## src/rtl/pmc_seq_pkg.sv

```systemverilog
// Shared types and encodings for the pixel-matrix control sequencer.
// State codes are plain constants so the netlist encoding stays fixed across tool versions.
package pmc_seq_pkg;

  localparam int unsigned OpW    = 2;
  localparam int unsigned StateW = 4;
  localparam int unsigned DivW   = 8;

  typedef enum logic [OpW-1:0] {
    OpShift  = 2'b00,
    OpStrobe = 2'b01,
    OpGate   = 2'b10,
    OpSample = 2'b11
  } pmc_op_t;

  typedef logic [StateW-1:0] pmc_state_t;

  localparam pmc_state_t StIdle    = 4'd0;
  localparam pmc_state_t StLoad    = 4'd1;
  localparam pmc_state_t StShLo    = 4'd2;
  localparam pmc_state_t StShHi    = 4'd3;
  localparam pmc_state_t StStore   = 4'd4;
  localparam pmc_state_t StPulse   = 4'd5;
  localparam pmc_state_t StSampA   = 4'd6;
  localparam pmc_state_t StSampGap = 4'd7;
  localparam pmc_state_t StSampB   = 4'd8;
  localparam pmc_state_t StDone    = 4'd9;

endpackage

```

## src/rtl/pmc_sequencer_if.sv

```systemverilog
// Command and shift-data handshake between the PMC register front end and the sequencer.
interface pmc_sequencer_if #(
  parameter int unsigned DIN_W = 64,
  parameter int unsigned CNT_W = 16
) ();

  logic             cmd_valid;
  logic             cmd_ready;
  logic [1:0]       cmd_op;
  logic [CNT_W-1:0] cmd_len;
  logic             abort;
  logic             wr_valid;
  logic             wr_ready;
  logic [DIN_W-1:0] wr_data;
  logic             busy;
  logic             done;

  modport master (
    output cmd_valid, cmd_op, cmd_len, abort, wr_valid, wr_data,
    input  cmd_ready, wr_ready, busy, done
  );

  modport slave (
    input  cmd_valid, cmd_op, cmd_len, abort, wr_valid, wr_data,
    output cmd_ready, wr_ready, busy, done
  );

endinterface

```

## src/rtl/pmc_sh_clkgen.sv

```systemverilog
// Half-period timer for the matrix shift clock; phase is the registered pm_clk_sh level.
module pmc_sh_clkgen
  import pmc_seq_pkg::*;
#(
  parameter int unsigned CLK_DIV = 4
) (
  input  logic clk,
  input  logic rst,
  input  logic start,
  input  logic en,
  input  logic stop,
  output logic phase,
  output logic tc
);

  localparam logic [DivW-1:0] Last = DivW'(CLK_DIV - 1);

  logic [DivW-1:0] div_q, div_d;
  logic            phase_q, phase_d;

  assign tc    = en && (div_q == Last);
  assign phase = phase_q;

  always_comb begin
    div_d   = div_q;
    phase_d = phase_q;
    if (stop || start) begin
      div_d   = '0;
      phase_d = 1'b0;
    end else if (en) begin
      if (tc) begin
        div_d   = '0;
        phase_d = ~phase_q;
      end else begin
        div_d = div_q + 1'b1;
      end
    end
  end

  always_ff @(posedge clk) begin
    if (rst) begin
      div_q   <= '0;
      phase_q <= 1'b0;
    end else begin
      div_q   <= div_d;
      phase_q <= phase_d;
    end
  end

endmodule

```

## src/rtl/pmc_sequencer.sv

```systemverilog
// Pixel-matrix controller: runs one SHIFT/STROBE/GATE/SAMPLE command at a time and drives
// registered matrix strobes, shift clock and configuration data.
module pmc_sequencer
  import pmc_seq_pkg::*;
#(
  parameter int unsigned DIN_W   = 64,
  parameter int unsigned CNT_W   = 16,
  parameter int unsigned CLK_DIV = 4
) (
  input  logic             clk,
  input  logic             rst,
  pmc_sequencer_if.slave   bus,
  output logic [DIN_W-1:0] pm_din,
  output logic             pm_clk_sh,
  output logic             pm_store,
  output logic             pm_strobe,
  output logic             pm_gate,
  output logic             pm_sh_a,
  output logic             pm_sh_b
);

  localparam logic [CNT_W-1:0] CntOne = CNT_W'(1);

  pmc_state_t       state_q, state_d;
  pmc_op_t          op_q, op_d;
  logic [CNT_W-1:0] cnt_q, cnt_d;
  logic [CNT_W-1:0] len_q, len_d;
  logic [DIN_W-1:0] din_d;
  logic             accept, kill, load_word, sh_en, sh_tc;

  assign accept = bus.cmd_valid && (state_q == StIdle);
  assign kill   = bus.abort && (state_q != StIdle);
  assign sh_en  = (state_q == StShLo) || (state_q == StShHi);

  assign bus.cmd_ready = (state_q == StIdle) && !rst;
  assign bus.wr_ready  = (state_q == StLoad);
  assign bus.busy      = (state_q != StIdle);
  assign bus.done      = (state_q == StDone);

  always_comb begin
    state_d   = state_q;
    op_d      = op_q;
    cnt_d     = cnt_q;
    len_d     = len_q;
    din_d     = pm_din;
    load_word = 1'b0;
    unique case (state_q)
      StIdle: begin
        if (accept) begin
          op_d  = pmc_op_t'(bus.cmd_op);
          len_d = bus.cmd_len;
          cnt_d = bus.cmd_len;
          if (bus.cmd_len == '0) begin
            state_d = StDone;
          end else begin
            unique case (op_d)
              OpShift:          state_d = StLoad;
              OpStrobe, OpGate: state_d = StPulse;
              OpSample:         state_d = StSampA;
              default:          state_d = StDone;
            endcase
          end
        end
      end
      StLoad: begin
        if (bus.wr_valid) begin
          din_d     = bus.wr_data;
          load_word = 1'b1;
          state_d   = StShLo;
        end
      end
      StShLo: begin
        if (sh_tc) state_d = StShHi;
      end
      StShHi: begin
        // Word count drops only once the high half-period has fully elapsed.
        if (sh_tc) begin
          cnt_d   = cnt_q - CntOne;
          state_d = (cnt_q == CntOne) ? StStore : StLoad;
        end
      end
      StStore: state_d = StDone;
      StPulse, StSampB: begin
        if (cnt_q == CntOne) state_d = StDone;
        else                 cnt_d   = cnt_q - CntOne;
      end
      StSampA: begin
        if (cnt_q == CntOne) begin
          state_d = StSampGap;
          cnt_d   = len_q;
        end else begin
          cnt_d = cnt_q - CntOne;
        end
      end
      StSampGap: state_d = StSampB;
      StDone:    state_d = StIdle;
      default:   state_d = StIdle;
    endcase
    if (kill) begin
      state_d = StIdle;
      din_d   = pm_din;
    end
  end

  always_ff @(posedge clk) begin
    if (rst) begin
      state_q   <= StIdle;
      op_q      <= OpShift;
      cnt_q     <= '0;
      len_q     <= '0;
      pm_din    <= '0;
      pm_store  <= 1'b0;
      pm_strobe <= 1'b0;
      pm_gate   <= 1'b0;
      pm_sh_a   <= 1'b0;
      pm_sh_b   <= 1'b0;
    end else begin
      state_q   <= state_d;
      op_q      <= op_d;
      cnt_q     <= cnt_d;
      len_q     <= len_d;
      pm_din    <= din_d;
      pm_store  <= (state_d == StStore);
      pm_strobe <= (state_d == StPulse) && (op_d == OpStrobe);
      pm_gate   <= (state_d == StPulse) && (op_d == OpGate);
      pm_sh_a   <= (state_d == StSampA);
      pm_sh_b   <= (state_d == StSampB);
    end
  end

  pmc_sh_clkgen #(
    .CLK_DIV (CLK_DIV)
  ) u_clkgen (
    .clk   (clk),
    .rst   (rst),
    .start (load_word && !kill),
    .en    (sh_en),
    .stop  (kill),
    .phase (pm_clk_sh),
    .tc    (sh_tc)
  );

endmodule

```

## src/flat_wrapper.sv

```systemverilog
// flat-port wrapper written by rule: the top's interface ports become plain ports
module pmc_sequencer_flat import pmc_seq_pkg::*;
#(
  parameter int unsigned DIN_W   = 64,
  parameter int unsigned CNT_W   = 16,
  parameter int unsigned CLK_DIV = 4
)
  (clk, rst, pm_din, pm_clk_sh, pm_store, pm_strobe, pm_gate, pm_sh_a, pm_sh_b, bus_cmd_valid, bus_cmd_op, bus_cmd_len, bus_abort, bus_wr_valid, bus_wr_data, bus_cmd_ready, bus_wr_ready, bus_busy, bus_done);
  pmc_sequencer_if #(.DIN_W(DIN_W), .CNT_W(CNT_W)) bus_i ();
  input  logic clk;
  input  logic rst;
  output logic [DIN_W-1:0] pm_din;
  output logic pm_clk_sh;
  output logic pm_store;
  output logic pm_strobe;
  output logic pm_gate;
  output logic pm_sh_a;
  output logic pm_sh_b;
  input wire logic [$bits(bus_i.cmd_valid)-1:0] bus_cmd_valid;
  input wire logic [$bits(bus_i.cmd_op)-1:0] bus_cmd_op;
  input wire logic [$bits(bus_i.cmd_len)-1:0] bus_cmd_len;
  input wire logic [$bits(bus_i.abort)-1:0] bus_abort;
  input wire logic [$bits(bus_i.wr_valid)-1:0] bus_wr_valid;
  input wire logic [$bits(bus_i.wr_data)-1:0] bus_wr_data;
  output wire logic [$bits(bus_i.cmd_ready)-1:0] bus_cmd_ready;
  output wire logic [$bits(bus_i.wr_ready)-1:0] bus_wr_ready;
  output wire logic [$bits(bus_i.busy)-1:0] bus_busy;
  output wire logic [$bits(bus_i.done)-1:0] bus_done;
  assign bus_i.cmd_valid = bus_cmd_valid;
  assign bus_i.cmd_op = bus_cmd_op;
  assign bus_i.cmd_len = bus_cmd_len;
  assign bus_i.abort = bus_abort;
  assign bus_i.wr_valid = bus_wr_valid;
  assign bus_i.wr_data = bus_wr_data;
  assign bus_cmd_ready = bus_i.cmd_ready;
  assign bus_wr_ready = bus_i.wr_ready;
  assign bus_busy = bus_i.busy;
  assign bus_done = bus_i.done;
  pmc_sequencer #(.DIN_W(DIN_W), .CNT_W(CNT_W), .CLK_DIV(CLK_DIV)) u_core (.clk(clk), .rst(rst), .bus(bus_i), .pm_din(pm_din), .pm_clk_sh(pm_clk_sh), .pm_store(pm_store), .pm_strobe(pm_strobe), .pm_gate(pm_gate), .pm_sh_a(pm_sh_a), .pm_sh_b(pm_sh_b));
endmodule
```

## config.mk

```make
export PLATFORM = sky130hd
export DESIGN_NAME = pmc_sequencer_flat
export DESIGN_NICKNAME = d
export VERILOG_FILES = /design/src/rtl/pmc_seq_pkg.sv /design/src/rtl/pmc_sequencer_if.sv /design/src/rtl/pmc_sh_clkgen.sv /design/src/rtl/pmc_sequencer.sv /design/src/flat_wrapper.sv
export SDC_FILE = /design/constraint.sdc
export NUM_CORES = 1
export LEC_CHECK = 0
export CORE_MARGIN = 1.5
export CORE_UTILIZATION = 40
export DETAILED_ROUTE_END_ITERATION = 6
export GPL_TIMING_DRIVEN = 0
export PLACE_DENSITY = 0.74
export RECOVER_POWER = 50
export SLEW_MARGIN = 40
export SYNTH_ARGS = -nofsm -noshare
export SYNTH_HDL_FRONTEND = slang
export SYNTH_SLANG_ARGS = --single-unit
```

## constraint.sdc

```tcl
create_clock -name clk -period 3 [get_ports clk]
set_input_delay 0.6 -clock clk [delete_from_list [all_inputs] [get_ports clk]]
set_output_delay 0.6 -clock clk [all_outputs]
set_load 0.1 [all_outputs]
```

## Yosys cells after proc, flatten, opt, wreduce, memory -nomap -nowiden

Cells that the tools add are included.

| word-level totals | value |
|---|---|
| word-level logic and storage cells | 83 |
| register bits after elaboration | 116 |

| operators by class | value |
|---|---|
| muxes and demuxes | 21 |
| add/sub/neg operators | 2 |
| reduce and logical (&&, ||, !) cells | 23 |
| bitwise logic cells | 2 |
| eq/ne operators | 23 |

Operators with widths:

| cell | count |
|---|---|
| $mux 16 | 4 |
| $pmux 16 s4 | 1 |
| $mux 4 | 8 |
| $pmux 4 s8 | 1 |
| $eq 4x3->1 const B | 7 |
| $eq 16x1->1 const B | 1 |
| $logic_not 16->1 | 1 |
| $sub 16x1->16 const B | 1 |
| $eq 4x4->1 const B | 3 |
| $pmux 4 s3 | 1 |
| $add 8x1->8 const B | 1 |
| $eq 4x2->1 const B | 2 |
| $eq 8x2->1 const B | 1 |
| $mux 8 | 1 |
| $reduce_bool 4->1 | 2 |
| $logic_and 1x1->1 | 7 |
| $eq 2x2->1 const B | 3 |
| $reduce_or 2->1 | 3 |
| $eq 2x1->1 const B | 2 |
| $eq 4x1->1 const B | 1 |
| $logic_not 4->1 | 1 |
| $mux 2 | 2 |
| $ne 2x1->1 const B | 2 |
| $reduce_and 2->1 | 2 |
| other kinds (9) | 13 |

## Longest topological paths before layout

Gate-level depths: netlist of the first run.

| depth | value |
|---|---|
| depth after elaboration | 9 |
| depth in mapped cells | 9 |
| depth with buffers taken out | 8 |

## Modules after synthesis

From an unflattened synthesis of the first run, not the netlist that was laid out.

| unflattened totals | value |
|---|---|
| cells, all modules | 675 |
| area total of the unflattened synthesis | 5243.8 µm² |

Modules (own cells, without submodules):

| module | area each (µm²) | sequential area each (µm²) | instances | cells an instance |
|---|---|---|---|---|
| pmc_sequencer | 4805.9 | 2142.1 | 1 | 626 |
| pmc_sh_clkgen | 437.9 | 180.2 | 1 | 49 |

## Worst setup path after synthesis of the first run

OpenSTA, ideal clock, no wires.

| timing path | value |
|---|---|
| kind | register -> register |
| start | register u_core.state_q[1] |
| end | register u_core.pm_din[56] |
| path slack | -0.856 ns |
| buffers on the path | 3 |
| clock period less this slack | 3.856 ns |
| data arrival time | 3.785 ns |
| stages on the path, launching flop included | 9 |
| path through | dfxtp_1 > buf_2 > nand2b_1 > nor3_1 > and3b_1 > buf_2 > buf_1 > nand2_1 > a21oi_1 |

| between the ends | value |
|---|---|
| elaborated cells on any way between the ends | 5 |
| those cells by class | eq/ne (1); bitwise (1); reduce/logical (3) |

RTL lines:

| item | RTL line | RTL |
|---|---|---|
| from (decl) | pmc_sequencer.sv:24 | `pmc_state_t state_q, state_d;` |
| from (signal assigned) | pmc_sequencer.sv:107 | `state_q <= StIdle;` |
| from (signal assigned) | pmc_sequencer.sv:118 | `state_q <= state_d;` |
| $eq 4x1->1 | - |  |
| via bus_wr_ready | flat_wrapper.sv:26 | `output wire logic [$bits(bus_i.wr_ready)-1:0] bus_wr_ready;` |
| $reduce_and 3->1 (no line) | - |  |
| to (signal assigned) | pmc_sequencer.sv:122 | `pm_din <= din_d;` |
| to (decl) | pmc_sequencer.sv:13 | `output logic [DIN_W-1:0] pm_din,` |

The timed path passes the listed nets, and every way through them passes these cells.
A chain may end at the register's enable or synchronous reset.

## Final worst setup path of the first run

| timing path | value |
|---|---|
| start | input port rst |
| end | output port bus_cmd_ready |

| between the ends | value |
|---|---|
| longest elaborated chain between the ends | 2 |

RTL lines:

| item | RTL line | RTL |
|---|---|---|
| from (decl) | flat_wrapper.sv:11 | `input logic rst;` |
| $logic_not 1->1 | pmc_sequencer.sv:35 | `assign bus.cmd_ready = (state_q == StIdle) && !rst;` |
| $logic_and 1x1->1 | pmc_sequencer.sv:35 |  |
| to (decl) | flat_wrapper.sv:25 | `output wire logic [$bits(bus_i.cmd_ready)-1:0] bus_cmd_ready;` |

Every way passes these cells.

==> results of run 1 <==
==> final timing paths <==
check	end	slack [ns]	cells past startpoint
worst max-delay path	bus_cmd_ready	0.16	4
worst min-delay path	u_core.len_q[12]$_SDFFE_PP0P_	0.45	2
worst max register to register	u_core.cnt_q[5]$_SDFFE_PP0P_	0.39	6
worst min register to register	u_core.len_q[12]$_SDFFE_PP0P_	0.45	2
==> sequential cells by signal, indices dropped and copies added, names as in the netlist, 2 cells and up <==
signal / count
u_core.state_q: 4
u_core.pm_din: 64
u_core.len_q: 16
u_core.u_clkgen.div_q: 8
u_core.op_q: 2
u_core.cnt_q: 16
==> cell type report <==
class | count | area, µm² | area share
buffer | 41 | 179 | 0.0253
clock buffer | 19 | 453 | 0.0640
clock inverter | 13 | 149 | 0.0211
inverter | 5 | 18.8 | 0.00265
multi-input combinational | 497 | 2590 | 0.367
sequential | 116 | 2320 | 0.328
tap | 172 | 215 | 0.0304
timing repair buffer | 160 | 1140 | 0.162
==> cell families after synthesis <==
| logic type | after synthesis |
|---|---|
| buffers and inverters | 47 |
| adders and majority gates | 3 |
| and+or+nand+nor | 305 |
| xor gates and xnor gates | 11 |
| muxes | 2 |
| DFF | 116 |
| AOI/OAI and AO/OA | 176 |
==> where the power goes <==
part | leakage, µW | switching, µW | internal [µW]
clock | 0.000287 | 771 | 1280
combinational | 0.00124 | 2180 | 923
sequential | 0.000941 | 221 | 1790
==> metrics by stage <==
| stage | TNS, ns | setup WS [ns] | instances | util | cell area, µm² |
|---|---|---|---|---|---|
| 2_1_floorplan | 0 | 0.00836 | 660 | - | 5120 |
| 3_3_place_gp | -0.692 | -0.692 | 992 | 0.552 | 6940 |
| 3_5_place_dp | -0.0357 | -0.0357 | 992 | 0.523 | 6570 |
| 4_1_cts | 0 | 0.118 | 1023 | 0.570 | 7170 |
| 5_1_grt | 0 | 0.0523 | 1023 | 0.563 | 7070 |
| 6_report | 0 | 0.156 | 1023 | 0.563 | 7070 |
==> routing by layer <==
layer | vias to the layer above | routed length, µm
met5 | - | 0
met1 | 2526 | 6360
met4 | 0 | 382
met3 | 34 | 1410
li1 | 2655 | -
met2 | 246 | 8000
==> tightest hold or removal path, cell delays in order, from the launching register on <==
cell and delay (ns):
dfxtp_1 0.30, nand2_1 0.05, a21oi_1 0.05
==> layout by cell type, fill, tap and decap left out, drive strengths merged, types with 4 or more instances in the layout <==
cell           synthesis  routed
a31oi                  4       4
and4                   4       4
nor3                  15      15
clkinv                 0       5
xor2                   8       8
nand3                  9       9
clkbuf                26     116
nor4                  11      11
o21ai                 23      23
a211oi                 5       5
nor3b                  6       6
a21oi                109     109
nand2                179     179
buf                   16      18
nor2                  48      48
nand4                  4       4
and3                   6       6
clkdlybuf4s50          0      85
a22o                   5       5
inv                    5       8
dfxtp                116     116
==> impl_metrics.ini, run 1 <==
[global_route]
grt_util_met2 = 0.414
grt_first_pass_wirelength_um = 25500
track_usage = 0.245
grt.busiest_layer = met2
grt_overflow = 0
grt_pass1_vias = 5180
grtUsageMet1 = 0.282
grt_use_met3 = 0.0889
grt_start_max_net_pins = 17
antenna_found_initial = 0

[route]
wl_per_cell_um = 15.8
routed_wl_um = 16100
vias = 5461
first_pass_iters = 7
drt-vias-per-instance = 5.34
antenna_left = 0
drcViolationCount = 2
drtIter0Drc = 350

[timing]
fin_crit_sh = 0.948
worst_slew_pin_slew_ns = 1.29
slew_headroom = 0.146
finClkSkew_ns = 0.00631
holdWs_ns = 0.454
hold_viol = 0
period_minus_slack_ns = 2.84
max_freq_mhz = 352
setup_viol = 0
drv_slew = 0
rsz0062_at_grt = no

[critical_path]
slowest_delay_ns = 0.72
startpoint = rst
critPathRequiredTime_ns = 2.40
crit_buf_inv = 3
path_max_fanout = 13
crit_arrival_ns = 2.24
crit_family = buffers and inverters
worstSetupStartpointType = primary input
rr_startpoint = u_core.cnt_q[7]$_SDFFE_PP0P_
cp_slowest_cell = clkdlybuf4s50_1
crit_chain = clkdlybuf4s50_1 -> clkbuf_1 -> nor2_2 -> buf_2
crit_path_end_kind = output port
worstSetupPathType = in -> out

[outcome]
violations = DRC
outcome = finished with violations

[clock_network]
worstSkewPairLatency_ns = 0.42
cts_tree = done
cts-root-buf = clkbuf_16
clock_sinks = 116
cts_setup_buffers = 0
cts_made_buffers = 17
cts.clk_slew.worst_paths_ns = 0.06
hold_buffers = 0
h-tree-depth = 4
ctsLongestPathBuffers = 2
cts.repair.resized = 0

[min_path]
worstHoldPathType = reg -> reg
hp-start = u_core.len_q[12]$_SDFFE_PP0P_

[synthesis]
ys_types = 61
synthAdderAreaFrac = 0.00734
synth_top_area_frac = 0.454
yosysSeqAreaShare = 0.454
ys_ff_latch = 116
synth_top_cells_by_count = 179 x nand2_1, 116 x dfxtp_1, 108 x a21oi_1
syn_area_per_cell_um2 = 7.74
synthMostInstantiatedCell = nand2_1
synth_edf_count = 0
synth-async-reset-ratio = 0
synth-xor-area-share = 0.0188
dominantRegCellSynth = dfxtp_1
synthMuxAreaShare = 0.00392
syn_nets = 750
syn_inst = 660
synth_simple_gate_area_frac = 0.273
yosys_warnings = 0
synth_top_area_cell = dfxtp_1
synth_compound_area_frac = 0.203
syn_area_um2 = 5110
synth_top_family_by_area = simple AND/OR/NAND/NOR gates
yosys-top-cells-area = dfxtp_1 45%, nand2_1 13%, a21oi_1 11%

[finish]
drive_above_1_share = 0.0693
area_delta_synth_final_pct = 38.4
nets = 928
antenna_cells = 0
fillerInstances = 1227

[pwr]
peakVddDrop_mv = 0.543
power_leakage_uw = 0.00247
powerDensity_nw_per_um2 = 1010
total_power_uw = 7150

[place]
portBuffers = 160
hpwl_um = 12100
gp_congestion = 0.922

[floorplanning]
die_area_um2 = 13500
placementRows = 41
die_h_um = 116
dieWidth_um = 116
start_util = 0.407
ios = 161
core-area_um2 = 12600

[job]
maxCapViolCount = 0
(Power assumes the default switching activity.)
==> run 2: changes to the inputs <==
- CAP_MARGIN: not set -> 20
- clock period: 3 -> 3.1 ns (I/O delays scaled with it)
==> run 2 against run 1 <==
- the run still ends with DRC left
- hold slack is essentially flat
- count of clock-buffer cells in the layout unchanged
- critical path depth did not move
- worst setup slack improved by 0.091 ns
- first-iteration DRC count rose by 6.0%
- clock power shrank 3%
- routed wire length is 0.45% lower
- non-clock buffer count stayed put
- die area did not move
- cell count unchanged
- core utilization is the same
- critical path type unchanged
==> impl_metrics.ini, run 2 (synthesized netlist as in run 1, its figures left out) <==
[outcome]
outcome = finished with violations
violations = DRC

[finish]
seq_area_um2 = 2320
nets = 928
multi_input_area_um2 = 2590
drive_above_1_share = 0.0693
area_delta_synth_final_pct = 38.4
instances_no_fill = 1023
top_register = u_core.pm_din
antenna_cells = 0
fillerInstances = 1227
largest_reg_flops = 64
reg_top3 = u_core.pm_din x64, u_core.cnt_q x16, u_core.len_q x16
mostFrequentLayoutCells = 179 x nand2_1, 116 x dfxtp_1, 108 x a21oi_1, 97 x clkbuf_1, 85 x clkdlybuf4s50_1
layout_commonest_cell = nand2_1
post-route-util = 0.563

[global_route]
track_usage = 0.245
grt_start_max_net_pins = 17
grt_first_pass_wirelength_um = 25500
grt_pass1_vias = 5183
antenna_found_initial = 0
grt_overflow = 0

[clock_network]
cts-root-buf = clkbuf_16
clock_sinks = 116
h-tree-depth = 4
worstSkewPairLatency_ns = 0.42
cts_tree = done
cts_made_buffers = 17
cts.repair.resized = 0
ctsLongestPathBuffers = 2
cts_setup_buffers = 0
cts.clk_slew.worst_paths_ns = 0.06
hold_buffers = 0

[timing]
max_freq_mhz = 351
finClkSkew_ns = 0.00677
slew_headroom = 0.146
period_minus_slack_ns = 2.85
hold_viol = 0
drv_slew = 0
setup_viol = 0
holdWs_ns = 0.454
setup_ws_ns = 0.248
rsz0062_at_grt = no
worst_slew_pin_slew_ns = 1.29
tns_ns = 0
fin_crit_sh = 0.920

[critical_path]
startpoint = rst
slowest_delay_ns = 0.69
crit_family = buffers and inverters
crit_path_end_kind = output port
cp_slowest_cell = clkdlybuf4s50_1
crit_arrival_ns = 2.23
reg2reg_to = u_core.cnt_q[8]$_SDFFE_PP0P_
crit_chain = clkdlybuf4s50_1 -> clkbuf_1 -> nor2_2 -> buf_2
worstSetupStartpointType = primary input
path_max_fanout = 13
crit_path_end = bus_cmd_ready
worstRegToRegCells = 6
crit_buf_inv = 3
cp.depth = 4
rr_startpoint = u_core.cnt_q[7]$_SDFFE_PP0P_
worstSetupPathType = in -> out
rrSetupSlack_ns = 0.48
critPathRequiredTime_ns = 2.48

[route]
drcViolationCount = 2
first_pass_iters = 7
routed_wl_um = 16100
wl_per_cell_um = 15.7
drtIter0Drc = 371
antenna_left = 0
vias = 5435
drt-vias-per-instance = 5.31

[floorplanning]
core-area_um2 = 12600
die_area_um2 = 13500
ios = 161
start_util = 0.407
dieWidth_um = 116
die_h_um = 116
placementRows = 41

[place]
place_inst = 992
portBuffers = 160
hpwl_um = 12100
gp_congestion = 0.922
dp_slack_ns = 0.0243

[min_path]
hold_depth = 2
worstHoldPathType = reg -> reg

[job]
maxCapViolCount = 0

[pwr]
powerDensity_nw_per_um2 = 977
power_leakage_uw = 0.00247
peakVddDrop_mv = 0.525
==> run 2: worst min path at each step <==
| stage | endpoint | slack [ns] | from |
|---|---|---|---|
| after detailed placement | u_core.len_q[8]$_SDFFE_PP0P_ | 0.44 | u_core.len_q[8]$_SDFFE_PP0P_ |
| after global routing | u_core.len_q[7]$_SDFFE_PP0P_ | 0.47 | u_core.len_q[7]$_SDFFE_PP0P_ |
| final | u_core.len_q[12]$_SDFFE_PP0P_ | 0.45 | u_core.len_q[12]$_SDFFE_PP0P_ |
| after CTS | u_core.pm_din[37]$_SDFFE_PP0P_ | 0.45 | u_core.pm_din[37]$_SDFFE_PP0P_ |
| after floorplan | u_core.len_q[6]$_SDFFE_PP0P_ | 0.43 | u_core.len_q[6]$_SDFFE_PP0P_ |
| after global placement | u_core.pm_din[21]$_SDFFE_PP0P_ | 0.44 | u_core.pm_din[21]$_SDFFE_PP0P_ |
==> run 2: report_power, final <==
group,switching (µW),internal (µW)
sequential,213,1730
combinational,2100,893
clock,744,1230
total,3060,3860
==> run 2: worst register-to-register path, cell delays in order, from the launching register on <==
cell     delay (ns)
dfxtp_1        0.36
nor3_1         0.50
nand4_1        0.52
nor2_1         0.68
o21ai_0        0.18
o21ai_1        0.17
a21oi_1        0.08
==> run 2: layout make-up <==
| class | count | area share |
|---|---|---|
| repair buffers | 160 | 0.162 |
| multi-input cells | 497 | 0.367 |
| clock inverters | 13 | 0.0211 |
| flip-flops and latches | 116 | 0.328 |
| plain buffers | 41 | 0.0253 |
| clock buffers | 19 | 0.0640 |
| inverters | 5 | 0.00265 |
| well taps | 172 | 0.0304 |
==> run 2: per-layer routing <==
layer,vias to the layer above,GRT usage,wire length [µm],part of all wire
li1,2651,-,-,-
met1,2511,0.283,6320,0.39
met2,244,0.413,7990,0.50
met3,29,0.0889,1410,0.088
met4,0,0.0992,347,0.022
met5,-,0,0,0
==> run 2: stage by stage <==
step           total power [µW]  area [µm²]
6_report                   6910        7070
5_1_grt                    7270        7070
4_1_cts                    6900        7170
3_5_place_dp               4910        6570
3_3_place_gp               4930        6940
2_1_floorplan              4180        5120
==> run 3: changes to the inputs <==
- CORE_UTILIZATION: 40 -> 45
- PLACE_DENSITY: 0.74 -> 0.82
==> run 3 against run 2 <==
- the flow now finishes without violations
- first-iteration DRC count shrank 5.9%
- cell area is 0.30% higher
- cell count decreased by 3.0%
- routed wire length up 1.0%
- clock skew is 0.0023 ns lower
- flip-flop and latch count stayed put
- critical path depth grew 1
- clock power grew 11%
- maximum frequency fell by 0.40%
==> impl_metrics.ini, run 3 (synthesized netlist as in run 1, its figures left out) <==
[critical_path]
crit_path_end_kind = output port
crit_buf_inv = 4
crit_arrival_ns = 2.24
worstSetupPathType = in -> out
cp_slowest_cell = clkdlybuf4s50_1
worstSetupStartpointType = primary input
crit_family = buffers and inverters
slowest_delay_ns = 0.54
crit_chain = clkdlybuf4s50_1 -> clkbuf_1 -> clkbuf_2 -> nor2_2 -> buf_2
critPathRequiredTime_ns = 2.48
path_max_fanout = 10
rrSetupSlack_ns = 0.41

[timing]
hold_viol = 0
rsz0062_at_grt = no
holdWs_ns = 0.452
slew_headroom = 0.181
period_minus_slack_ns = 2.86
setup_viol = 0
drv_slew = 0
max_freq_mhz = 349
tns_ns = 0
worst_slew_pin_slew_ns = 1.23
finClkSkew_ns = 0.00445
fin_crit_sh = 0.924

[floorplanning]
start_util = 0.467
placementRows = 38
die_area_um2 = 12000
die_h_um = 110
core-area_um2 = 10900
ios = 161
dieWidth_um = 110

[finish]
antenna_cells = 0
area_delta_synth_final_pct = 38.8
layout_commonest_cell = nand2_1
reg_top3 = u_core.pm_din x64, u_core.cnt_q x16, u_core.len_q x16
largest_reg_flops = 64
fillerInstances = 962
nets = 929
mostFrequentLayoutCells = 179 x nand2_1, 116 x dfxtp_1, 108 x a21oi_1, 98 x clkbuf_1, 85 x clkdlybuf4s50_1
drive_above_1_share = 0.0692
top_register = u_core.pm_din

[global_route]
antenna_found_initial = 0
grt_first_pass_wirelength_um = 25600
grt_start_max_net_pins = 17
track_usage = 0.277
grt_overflow = 0
grt_pass1_vias = 5464

[clock_network]
cts_tree = done
h-tree-depth = 4
cts-root-buf = clkbuf_16
cts_setup_buffers = 0
clock_sinks = 116
cts.clk_slew.worst_paths_ns = 0.06
cts_made_buffers = 17
worstSkewPairLatency_ns = 0.41
hold_buffers = 0
ctsLongestPathBuffers = 2

[route]
vias = 5527
drcViolationCount = 0
antenna_left = 0
drt-vias-per-instance = 5.57
first_pass_iters = 5
routed_wl_um = 16200
wl_per_cell_um = 16.4
drtIter0Drc = 349

[min_path]
worstHoldPathType = reg -> reg

[pwr]
power_leakage_uw = 0.00251
powerDensity_nw_per_um2 = 1000
peakVddDrop_mv = 0.582

[place]
portBuffers = 160
gp_congestion = 0.991
hpwl_um = 11700

[job]
maxCapViolCount = 0

[outcome]
outcome = finished, final reports clean
run 3: cell types whose count changed in the layout (fill, tap and decap cells not counted):
| cell | delta |
|---|---|
| clkbuf_1 | +1 |
| clkinv_4 | -2 |
| bufinv_16 | +3 |
| clkinvlp_4 | -1 |
| clkinv_2 | +1 |
| inv_6 | -2 |
| clkbuf_2 | +1 |
run 3: final timing paths:
kind,end,cells past startpoint,startpoint
hold / removal,u_core.pm_din[54]$_SDFFE_PP0P_,2,u_core.pm_din[54]$_SDFFE_PP0P_
setup reg to reg,u_core.pm_strobe$_SDFF_PP0_,7,u_core.state_q[2]$_SDFF_PP0_
setup / recovery,bus_cmd_ready,5,rst
hold reg to reg,u_core.pm_din[54]$_SDFFE_PP0P_,2,u_core.pm_din[54]$_SDFFE_PP0P_
run 3: report_power, final:
| group | leakage [µW] | total (µW) | switching (µW) | internal, µW |
|---|---|---|---|---|
| combinational | 0.00125 | 2980 | 2090 | 893 |
| clock | 0.000317 | 2190 | 720 | 1470 |
| sequential | 0.000941 | 1950 | 221 | 1730 |
| total | 0.00251 | 7120 | 3030 | 4090 |
run 3: layout make-up:
cell class	count	area, µm²	area share
Multi-Input combinational cell	497	2590	0.365
Sequential cell	116	2320	0.327
Timing Repair Buffer	160	1140	0.161
Clock buffer	20	457	0.0644
Clock inverter	12	201	0.0284
Buffer	42	184	0.0259
Tap cell	140	175	0.0247
Inverter	5	18.8	0.00265
run 3: what timing repair did:
item / in CTS / in global routing
endpoints found under the hold margin: 0 / 0
resized for setup: 0 / 2
endpoints found under the setup margin: 0 / 1
run 3: per-layer routing:
| metal | wire (µm) | GRT usage | vias up | share of wire |
|---|---|---|---|---|
| met2 | 8200 | 0.488 | 284 | 0.51 |
| met1 | 6200 | 0.299 | 2556 | 0.38 |
| li1 | - | - | 2655 | - |
| met3 | 1560 | 0.100 | 32 | 0.096 |
| met4 | 279 | 0.117 | 0 | 0.017 |
| met5 | 0 | 0 | - | 0 |
run 3: per-stage QoR:
stage / worst slack, ns / std cells / util / instance area [µm²] / total power (µW)
2_1_floorplan: 0.0884 / 660 / - / 5120 / 4180
3_3_place_gp: -0.576 / 960 / 0.631 / 6900 / 4890
3_5_place_dp: 0.101 / 960 / 0.597 / 6530 / 4890
4_1_cts: 0.107 / 992 / 0.657 / 7190 / 7100
5_1_grt: 0.146 / 992 / 0.649 / 7090 / 7440
6_report: 0.236 / 992 / 0.649 / 7090 / 7120
run 3: worst min-delay path: stages, from the launching register on:
cell and delay (ns):
dfxtp_1 0.31, nand2_1 0.05, a21oi_1 0.05
